--- config.mk ---
export PLATFORM = sky130hd
export DESIGN_NAME = mul_div_unit_flat
export DESIGN_NICKNAME = d
export VERILOG_FILES = /design/src/rtl/md_pkg.sv /design/src/rtl/mul_div_unit_if.sv /design/src/rtl/mul_div_unit.sv /design/src/flat_wrapper.sv
export SDC_FILE = /design/constraint.sdc
export NUM_CORES = 1
export LEC_CHECK = 0
export ABC_AREA = 1
export CORE_MARGIN = 2
export CORE_UTILIZATION = 46
export CTS_BUF_LIST = sky130_fd_sc_hd__clkbuf_16
export DETAILED_ROUTE_END_ITERATION = 12
export PLACE_DENSITY = 0.61
export SLEW_MARGIN = 15
export SYNTH_ARGS = -nofsm -noshare
export SYNTH_HDL_FRONTEND = slang
export SYNTH_SLANG_ARGS = --single-unit
--- constraint.sdc ---
create_clock -name clk -period 8.05 [get_ports clk]
set_input_delay 2.415 -clock clk [delete_from_list [all_inputs] [get_ports clk]]
set_output_delay 2.415 -clock clk [all_outputs]
set_load 0.005 [all_outputs]
--- src/rtl/md_pkg.sv ---
// ---------------------------------------------------------------------------
// md_pkg
// Shared definitions for the iterative RV32M multiply/divide unit:
//   - RV32M funct3 encodings (MD_MUL .. MD_REMU)
//   - FSM state type (IDLE, CALC, FIX, DONE)
//   - iteration count and fixed results for the division special cases
//   - helpers that tell which operands are treated as signed for an op
// ---------------------------------------------------------------------------
package md_pkg;

    localparam logic [2:0] MD_MUL    = 3'b000;
    localparam logic [2:0] MD_MULH   = 3'b001;
    localparam logic [2:0] MD_MULHSU = 3'b010;
    localparam logic [2:0] MD_MULHU  = 3'b011;
    localparam logic [2:0] MD_DIV    = 3'b100;
    localparam logic [2:0] MD_DIVU   = 3'b101;
    localparam logic [2:0] MD_REM    = 3'b110;
    localparam logic [2:0] MD_REMU   = 3'b111;

    localparam int          MD_ITER   = 32;
    localparam logic [31:0] MD_DIVZ_Q = 32'hFFFFFFFF;
    localparam logic [31:0] MD_OVF_Q  = 32'h80000000;

    typedef enum logic [1:0] {
        ST_IDLE = 2'd0,
        ST_CALC = 2'd1,
        ST_FIX  = 2'd2,
        ST_DONE = 2'd3
    } md_state_e;

    // rs1 is signed for every op except the fully unsigned ones
    function automatic logic mdSignedA(input logic [2:0] op);
        return !(op == MD_MULHU || op == MD_DIVU || op == MD_REMU);
    endfunction

    // rs2 is signed only for MUL, MULH, DIV and REM
    function automatic logic mdSignedB(input logic [2:0] op);
        return (op == MD_MUL || op == MD_MULH || op == MD_DIV || op == MD_REM);
    endfunction

endpackage

--- src/rtl/mul_div_unit_if.sv ---
// ---------------------------------------------------------------------------
// mul_div_unit_if
// Request/response bundle between the control path and the mul/div unit.
//   MDstart  : request a new operation (master -> slave)
//   MDop     : RV32M funct3 (master -> slave)
//   MDa/MDb  : rs1/rs2 operands (master -> slave)
//   MDbusy   : unit is not idle (slave -> master)
//   MDdone   : one-cycle pulse, MDresult valid (slave -> master)
//   MDresult : registered result (slave -> master)
// ---------------------------------------------------------------------------
interface mul_div_unit_if #(
    parameter int XLEN = 32
);
    logic            MDstart;
    logic [2:0]      MDop;
    logic [XLEN-1:0] MDa;
    logic [XLEN-1:0] MDb;
    logic            MDbusy;
    logic            MDdone;
    logic [XLEN-1:0] MDresult;

    modport master (
        output MDstart, MDop, MDa, MDb,
        input  MDbusy, MDdone, MDresult
    );

    modport slave (
        input  MDstart, MDop, MDa, MDb,
        output MDbusy, MDdone, MDresult
    );
endinterface

--- src/rtl/mul_div_unit.sv ---
// ---------------------------------------------------------------------------
// mul_div_unit
// Iterative RV32M multiply/divide unit. Operands are reduced to magnitudes,
// processed for 32 cycles in a shared 64-bit shift register (shift-add
// multiply or restoring divide), then signs are reapplied in a FIX cycle.
// Division by zero and signed overflow are resolved directly from IDLE.
// Ports:
//   clk : clock, rising edge
//   rst : asynchronous active-high reset
//   md  : mul_div_unit_if slave (MDstart/MDop/MDa/MDb in,
//         MDbusy/MDdone/MDresult out)
// ---------------------------------------------------------------------------
module mul_div_unit
    import md_pkg::*;
#(
    parameter int XLEN = 32
) (
    input logic            clk,
    input logic            rst,
    mul_div_unit_if.slave  md
);

    md_state_e         state_q, state_d;
    logic [5:0]        cnt_q, cnt_d;
    logic [2:0]        op_q, op_d;
    logic [2*XLEN-1:0] acc_q, acc_d;
    logic [XLEN-1:0]   opB_q, opB_d;
    logic              negRes_q, negRes_d;
    logic              negRem_q, negRem_d;
    logic [XLEN-1:0]   result_q, result_d;

    logic              aNeg, bNeg;
    logic [XLEN-1:0]   magA, magB;
    logic              divZero, divOvf;
    logic [XLEN-1:0]   specialRes;
    logic [XLEN:0]     mulSum;
    logic [XLEN:0]     divDiff;
    logic [2*XLEN-1:0] prodFix;
    logic [XLEN-1:0]   fixRes;

    // Decode of the incoming request: operand signs, magnitudes and the
    // division special cases that bypass the iterative datapath.
    always_comb begin
        aNeg       = mdSignedA(md.MDop) & md.MDa[XLEN-1];
        bNeg       = mdSignedB(md.MDop) & md.MDb[XLEN-1];
        magA       = aNeg ? (~md.MDa + 1'b1) : md.MDa;
        magB       = bNeg ? (~md.MDb + 1'b1) : md.MDb;
        divZero    = md.MDop[2] && (md.MDb == '0);
        divOvf     = (md.MDop == MD_DIV || md.MDop == MD_REM) &&
                     (md.MDa == MD_OVF_Q) && (md.MDb == '1);
        specialRes = '0;
        if (divZero) begin
            specialRes = md.MDop[1] ? md.MDa : MD_DIVZ_Q;
        end else begin
            specialRes = md.MDop[1] ? '0 : MD_OVF_Q;
        end
    end

    // One iteration of each algorithm. The multiply adds the multiplicand
    // into the upper half when the current multiplier bit is set, then
    // shifts right keeping the carry. The divide shifts the
    // {remainder, quotient} pair left; the 33-bit trial subtraction covers
    // the bit that moves out of the remainder.
    always_comb begin
        mulSum  = {1'b0, acc_q[2*XLEN-1:XLEN]} +
                  {1'b0, (acc_q[0] ? opB_q : {XLEN{1'b0}})};
        divDiff = acc_q[2*XLEN-1:XLEN-1] - {1'b0, opB_q};
    end

    // Sign correction and result selection for the FIX state. The remainder
    // follows the dividend sign, the quotient and product follow sign XOR.
    always_comb begin
        prodFix = negRes_q ? (~acc_q + 1'b1) : acc_q;
        fixRes  = '0;
        if (!op_q[2]) begin
            fixRes = (op_q == MD_MUL) ? prodFix[XLEN-1:0] : prodFix[2*XLEN-1:XLEN];
        end else if (!op_q[1]) begin
            fixRes = negRes_q ? (~acc_q[XLEN-1:0] + 1'b1) : acc_q[XLEN-1:0];
        end else begin
            fixRes = negRem_q ? (~acc_q[2*XLEN-1:XLEN] + 1'b1) : acc_q[2*XLEN-1:XLEN];
        end
    end

    // Main FSM: accept in IDLE, iterate in CALC, sign-fix in FIX and pulse
    // done in DONE. Requests arriving outside IDLE are dropped.
    always_comb begin
        state_d  = state_q;
        cnt_d    = cnt_q;
        op_d     = op_q;
        acc_d    = acc_q;
        opB_d    = opB_q;
        negRes_d = negRes_q;
        negRem_d = negRem_q;
        result_d = result_q;
        case (state_q)
            ST_IDLE: begin
                if (md.MDstart) begin
                    op_d  = md.MDop;
                    cnt_d = '0;
                    if (divZero || divOvf) begin
                        result_d = specialRes;
                        state_d  = ST_DONE;
                    end else begin
                        acc_d    = {{XLEN{1'b0}}, magA};
                        opB_d    = magB;
                        negRes_d = aNeg ^ bNeg;
                        negRem_d = aNeg;
                        state_d  = ST_CALC;
                    end
                end
            end
            ST_CALC: begin
                if (!op_q[2]) begin
                    acc_d = {mulSum, acc_q[XLEN-1:1]};
                end else if (!divDiff[XLEN]) begin
                    acc_d = {divDiff[XLEN-1:0], acc_q[XLEN-2:0], 1'b1};
                end else begin
                    acc_d = {acc_q[2*XLEN-2:0], 1'b0};
                end
                cnt_d = cnt_q + 6'd1;
                if (cnt_q == 6'(MD_ITER - 1)) begin
                    state_d = ST_FIX;
                end
            end
            ST_FIX: begin
                result_d = fixRes;
                state_d  = ST_DONE;
            end
            ST_DONE: begin
                state_d = ST_IDLE;
            end
            default: begin
                state_d = ST_IDLE;
            end
        endcase
    end

    // State registers; reset aborts any operation in flight.
    always_ff @(posedge clk or posedge rst) begin
        if (rst) begin
            state_q  <= ST_IDLE;
            cnt_q    <= '0;
            op_q     <= '0;
            acc_q    <= '0;
            opB_q    <= '0;
            negRes_q <= 1'b0;
            negRem_q <= 1'b0;
            result_q <= '0;
        end else begin
            state_q  <= state_d;
            cnt_q    <= cnt_d;
            op_q     <= op_d;
            acc_q    <= acc_d;
            opB_q    <= opB_d;
            negRes_q <= negRes_d;
            negRem_q <= negRem_d;
            result_q <= result_d;
        end
    end

    assign md.MDbusy   = (state_q != ST_IDLE);
    assign md.MDdone   = (state_q == ST_DONE);
    assign md.MDresult = result_q;

endmodule
--- src/flat_wrapper.sv ---
// flat-port wrapper written by rule: the top's interface ports become plain ports
module mul_div_unit_flat import md_pkg::*;
#(
    parameter int XLEN = 32
)
  (clk, rst, md_MDstart, md_MDop, md_MDa, md_MDb, md_MDbusy, md_MDdone, md_MDresult);
  mul_div_unit_if #(.XLEN(XLEN)) md_i ();
  input logic clk;
  input logic rst;
  input wire logic [$bits(md_i.MDstart)-1:0] md_MDstart;
  input wire logic [$bits(md_i.MDop)-1:0] md_MDop;
  input wire logic [$bits(md_i.MDa)-1:0] md_MDa;
  input wire logic [$bits(md_i.MDb)-1:0] md_MDb;
  output wire logic [$bits(md_i.MDbusy)-1:0] md_MDbusy;
  output wire logic [$bits(md_i.MDdone)-1:0] md_MDdone;
  output wire logic [$bits(md_i.MDresult)-1:0] md_MDresult;
  assign md_i.MDstart = md_MDstart;
  assign md_i.MDop = md_MDop;
  assign md_i.MDa = md_MDa;
  assign md_i.MDb = md_MDb;
  assign md_MDbusy = md_i.MDbusy;
  assign md_MDdone = md_i.MDdone;
  assign md_MDresult = md_i.MDresult;
  mul_div_unit #(.XLEN(XLEN)) u_core (.clk(clk), .rst(rst), .md(md_i));
endmodule
Yosys cells after proc, flatten, opt, wreduce, memory -nomap -nowiden

Cells that the tools add are included.

Flip-flop bits (word level): 141
Input bits: 70

$add $sub $neg: 8
Eq/ne operators: 16
Muxes and demuxes: 26
Bitwise operators: 9
Reductions and logical operators: 24

Operators by type and width:

| cell                    | count |
|---|---|
| $mux W32                | 13 |
| $mux W64                | 5 |
| $add A32 B1 Y32 const B | 4 |
| $not A32 Y32            | 4 |
| $pmux W64 S2            | 1 |
| $add A64 B1 Y64 const B | 1 |
| $eq A32 B32 Y1 const B  | 2 |
| $not A64 Y64            | 1 |
| $pmux W32 S2            | 1 |
| $add A32 B32 Y33        | 1 |
| $sub A33 B32 Y33        | 1 |
| $logic_not A32 Y1       | 1 |
| $eq A3 B3 Y1 const B    | 4 |
| $pmux W6 S2             | 1 |
| $reduce_and A3 Y1       | 3 |
| $pmux W2 S4             | 1 |
| $logic_or A1 B1 Y1      | 7 |
| $add A6 B1 Y6 const B   | 1 |
| $eq A6 B5 Y1 const B    | 1 |
| $logic_not A3 Y1        | 2 |
| $mux W2                 | 3 |
| $mux W6                 | 1 |
| $reduce_and A2 Y1       | 3 |
| $reduce_bool A2 Y1      | 3 |
| 12 further kinds        | 18 |

Longest topological paths before layout

Depth in word-level cells: 9
Mapped depth: 21

Worst setup path after synthesis

Ideal clock, no wire load.

Path kind: in2reg
Start point: in md_MDb[0]
End point: reg u_core.result_q[2], in the netlist u_core.md.MDresult[2]
Arrival time: 3878 ps
Data required time: 7984 ps
Setup slack: 4107 ps
Stages on the path: 15
Buffers on the path: 1
Path through: inv_1 -> ha_1 -> nand3_2 -> nor2_4 -> nand3_2 -> nor2_4 -> nand2_2 -> nor2_2 -> nand3_2 -> nor2_4 -> buf_4 -> o21ai_0 -> nand2_1 -> nand2_1 -> nand2_1

Word-level cells in the longest chain between the ends: 6

Ends and longest elaborated chain:

| what                 | RTL line            | text |
|---|---|---|
| from (decl)          | flat_wrapper.sv:13  | `input wire logic [$bits(md_i.MDb)-1:0] md_MDb;` |
| $logic_not A32 Y1    | mul_div_unit.sv:48  | `divZero = md.MDop[2] && (md.MDb == '0);` |
| $logic_and A1 B1 Y1  | mul_div_unit.sv:48  |  |
| $mux W32             | mul_div_unit.sv:52  | `if (divZero) begin` |
| $mux W32             | mul_div_unit.sv:100 | `if (divZero \|\| divOvf) begin` |
| $mux W32             | mul_div_unit.sv:97  | `if (md.MDstart) begin` |
| $pmux W32 S2         | mul_div_unit.sv:95  | `case (state_q)` |
| to (signal assigned) | mul_div_unit.sv:157 | `result_q <= result_d;` |
| to (decl)            | mul_div_unit.sv:30  | `logic [XLEN-1:0] result_q, result_d;` |

Parallel ways exist; a longest one is shown, timed or not. The select of a mux whose other input is x is not followed.
A chain may end at the register's enable or synchronous reset.

Final worst setup path

Start point: in md_MDa[0]
End point: reg u_core.acc_q[9]

Word-level cells in the longest chain between the ends: 6

Ends and longest elaborated chain:

| what                                                   | RTL line                               | text |
|---|---|---|
| from (decl)                                            | flat_wrapper.sv:12                     | `input wire logic [$bits(md_i.MDa)-1:0] md_MDa;` |
| $not A32 Y32 or $eq A32 B32 Y1 (tied branches)         | mul_div_unit.sv:46, mul_div_unit.sv:50 |  |
| $add A32 B1 Y32 or $logic_and A1 B1 Y1 (tied branches) | mul_div_unit.sv:46, mul_div_unit.sv:49 |  |
| $mux W32 or $logic_and A1 B1 Y1 (tied branches)        | mul_div_unit.sv:46, mul_div_unit.sv:50 |  |
| $mux W64 or $logic_or A1 B1 Y1 (tied branches)         | mul_div_unit.sv:100                    |  |
| $mux W64 or $ne A2 B2 Y1 (tied branches)               | --                                     |  |
| $pmux W64 S2 or $reduce_and A3 Y1 (tied branches)      | --                                     |  |
| to (signal assigned)                                   | mul_div_unit.sv:144                    | `acc_q <= '0;` |
| to (signal assigned)                                   | mul_div_unit.sv:153                    | `acc_q <= acc_d;` |
| to (decl)                                              | mul_div_unit.sv:26                     | `logic [2*XLEN-1:0] acc_q, acc_d;` |

Parallel ways exist; a longest one is shown, timed or not. The select of a mux whose other input is x is not followed.

==> run_results.csv <==
group,metric,value,unit
clock_network,cts.path.max_buffers,2,
clock_network,ctsHoldBuffers,0,
synth,ys_types,50,
timing,finalSetupViolCount,0,
global_routing,grt-ovfl-total,0,
job,maxCapViolCount,0,
drt,avgRoutedWirePerCell,20.6,um
finish,fin_nets,3339,
synth,synth-seq-cells,141,
timing,timing.final.crit_period,5.02,ns
synth,avgSynthCellArea,5.57,sq um
drt,dr.pass1.iters,7,
synth,yosysSeqAreaShare,20.0,%
power,irDropWorstVdd,391,uV
timing,max_freq,0.199,GHz
timing,fin_ws,3.03,ns
power,fin_total_pwr,10000,uW
floorplanning,ios,104,
clock_network,cts-root-buf,"clkbuf_16",
synth,yosys_warnings,0,
clock_network,ctsResizeCount,0,
global_routing,grt_pass1_wl,115,mm
outcome,status,"finished clean",
power,pwr-share-seq,17.6,%
synth,synthCells,3167,
timing,hold_viol_final,0,
clock_network,clk_latency,0.46,ns
floorplanning,fp-row-count,71,
power,p_leak,0.00994,uW
clock_network,clkTransAtPathRegs,0.07,ns
worst_setup_path,critical_path.max_fanout,60,
worst_setup_path,worstSetupEndpointType,"flop",
placed_design,dp_worst_setup_slack,2.22,ns
finish,drive_above_1_share,4.30,%
placed_design,io_buffers,103,
worst_setup_path,critPathArrivalTime,5.30,ns
power,clockPowerShare,8.5,%
floorplanning,die_x,200,um
global_routing,grt_usage,38.5,%
global_routing,grt_start_max_net_pins,97,
finish,instances_no_fill,3717,
global_routing,grt_pass1_vias,19100,
clock_network,cts_tree,"done",
floorplanning,initial_utilization,46.7,%
synth,synthesis.nets,3313,
timing,slew_violations,0,
global_routing,antenna_found_initial,0,
placed_design,routabilityCongestion,1.06,
floorplanning,core-area,37800,sq um
timing,finalSetupTns,0,ns
timing,finalCritPeriodShare,62.3,%
synth,netlist_area,17600,sq um
drt,remaining_drc_errors,0,
clock_network,clock_sinks,141,
clock_network,post-cts-setup-buffers,0,
worst_setup_path,rrSetupSlack,4.39,ns
drt,num_vias,21600,
worst_setup_path,startpoint_type,"input pin",
clock_network,numCtsBuffers,17,
placed_design,post-place-cells,3685,
timing,slew_headroom,33.9,%
drt,wl,76.6,mm
floorplanning,die_h,200,um
worst_setup_path,worstSetupPathType,"in2reg",
drt,drt_iter0_markers,2535,
clock_network,htreeDepth,4,
placed_design,dp_hpwl,60.2,mm
finish,diodes,0,
timing,rsz0062_at_grt,"no",
drt,vias_per_cell,5.82,
power,sw_frac_of_total,62.7,%
finish,fillers,4055,
timing,worstMarginPinSlew,0.992,ns
timing,finClkSkew,0.0178,ns
power,p_int,3740,uW
power,power_switching,6290,uW
finish,syn_to_final_growth,10.6,%
power,powerDensity,514,nW/um^2
worst_setup_path,crit_required,8.34,ns
min_path,hp-class,"reg2reg",
power,comb_power_share,73.9,%
floorplanning,dieArea,39900,sq um
drt,ant_nets,0,
## critical path: stages
cell	delay (ns)
clkdlybuf4s50_1	0.56
inv_1	0.07
ha_1	0.22
nand3_1	0.13
inv_1	0.07
nand3_1	0.08
nor2_1	0.06
nand3_1	0.13
nand3_2	0.14
nand2_2	0.12
nand2_4	0.30
inv_2	0.79
o21ai_0	0.19
## registers in the layout, summed over array words and instances (netlist names)
signal and cells:
u_core.acc_q 64, u_core.cnt_q 6, u_core.md.MDresult 32, u_core.negRem_q 1, u_core.negRes_q 1, u_core.opB_q 32, u_core.op_q 3, u_core.state_q 2
## layout make-up
class / instances / area, sq um / share of cell area (%)
inverters: 367 / 1390 / 7.11
well taps: 511 / 639 / 3.28
clock buffers: 17 / 425 / 2.18
flip-flops and latches: 141 / 3530 / 18.1
clock inverters: 15 / 168 / 0.859
repair buffers: 119 / 1150 / 5.90
multi-input cells: 2547 / 12200 / 62.6
## cells by family after synthesis
kind of cell | synth area share [%]
AOI/OAI and AO/OA | 15.5
and+or+nand+nor | 45.1
buffers and inverters | 10.8
xor gates and xnor gates | 3.08
DFF | 20.0
adders and majority gates | 5.47
## stage by stage
step                      utilization (%)  area (sq um)  hold WS [ns]
after floorplan                         -         17600         0.467
after global placement               50.1         18900         0.466
after detailed placement             50.1         18900         0.466
after CTS                            51.7         19500         0.484
after global routing                 51.7         19500         0.512
final                                51.7         19500         0.483
## path summary, 6_finish.rpt
path | startpoint | end | cells after the start
min reg2reg | u_core.md.MDresult[5] | u_core.md.MDresult[5] | 2
min | u_core.md.MDresult[5] | u_core.md.MDresult[5] | 2
max in group asynchronous | rst | u_core.acc_q[16] | 3
max | md_MDa[0] | u_core.acc_q[9] | 13
max reg2reg | u_core.acc_q[0] | u_core.acc_q[63] | 15
min in group asynchronous | rst | u_core.opB_q[17] | 2
## metal layers
layer | routed length (um) | global-route usage, % | part of all wire [%] | up-vias
met5 | 0 | 0 | 0 | -
met4 | 2160 | 10.9 | 2.8 | 0
met3 | 9670 | 10.8 | 13 | 150
met2 | 31000 | 55.3 | 41 | 1227
met1 | 33700 | 55.7 | 44 | 10000
li1 | - | - | - | 10200
## synth_stat cells, drive strengths merged
| master | count | share of area [%] |
|---|---|---|
| a21o | 6 | 0.26 |
| a21oi | 219 | 6.3 |
| a31oi | 11 | 0.39 |
| a32oi | 1 | 0.050 |
| and2 | 3 | 0.11 |
| and3 | 2 | 0.071 |
| buf | 52 | 1.7 |
| clkbuf | 60 | 1.3 |
| clkinv | 1 | 0.021 |
| dfrtp | 141 | 20 |
| fa | 2 | 0.23 |
| ha | 74 | 5.2 |
| inv | 366 | 7.8 |
| nand2 | 1102 | 24 |
| nand3 | 300 | 8.7 |
| nand3b | 16 | 0.68 |
| nand4 | 29 | 1.0 |
| nor2 | 395 | 8.8 |
| nor3 | 24 | 0.82 |
| nor4 | 5 | 0.18 |
| o2111ai | 1 | 0.050 |
| o211ai | 25 | 1.1 |
| o21a | 2 | 0.085 |
| o21ai | 227 | 6.6 |
| o21bai | 12 | 0.51 |
| o22ai | 3 | 0.11 |
| o31ai | 5 | 0.21 |
| or2 | 21 | 0.74 |
| xnor2 | 13 | 0.65 |
| xor2 | 49 | 2.4 |
## cells in the final DEF (no fill, tap or decap), drive strengths merged, types with 16 or more instances in the layout
cell type,netlist,final
a21oi,219,219
buf,52,16
clkbuf,60,17
clkdlybuf4s50,0,103
dfrtp,141,141
ha,74,74
inv,366,377
nand2,1102,1102
nand3,300,300
nand3b,16,16
nand4,29,29
nor2,395,395
nor3,24,24
o211ai,25,25
o21ai,227,227
or2,21,21
xor2,49,49
## power by group through the flow
stage / registers [uW] / clock network (uW) / logic, uW
2_1_floorplan: 1330 / 0 / 5160
3_3_place_gp: 1730 / 0 / 7050
3_5_place_dp: 1730 / 0 / 7110
4_1_cts: 1720 / 850 / 7150
5_1_grt: 1780 / 882 / 8160
6_report: 1770 / 848 / 7420
No activity file was read; power rests on OpenSTA's default activity.
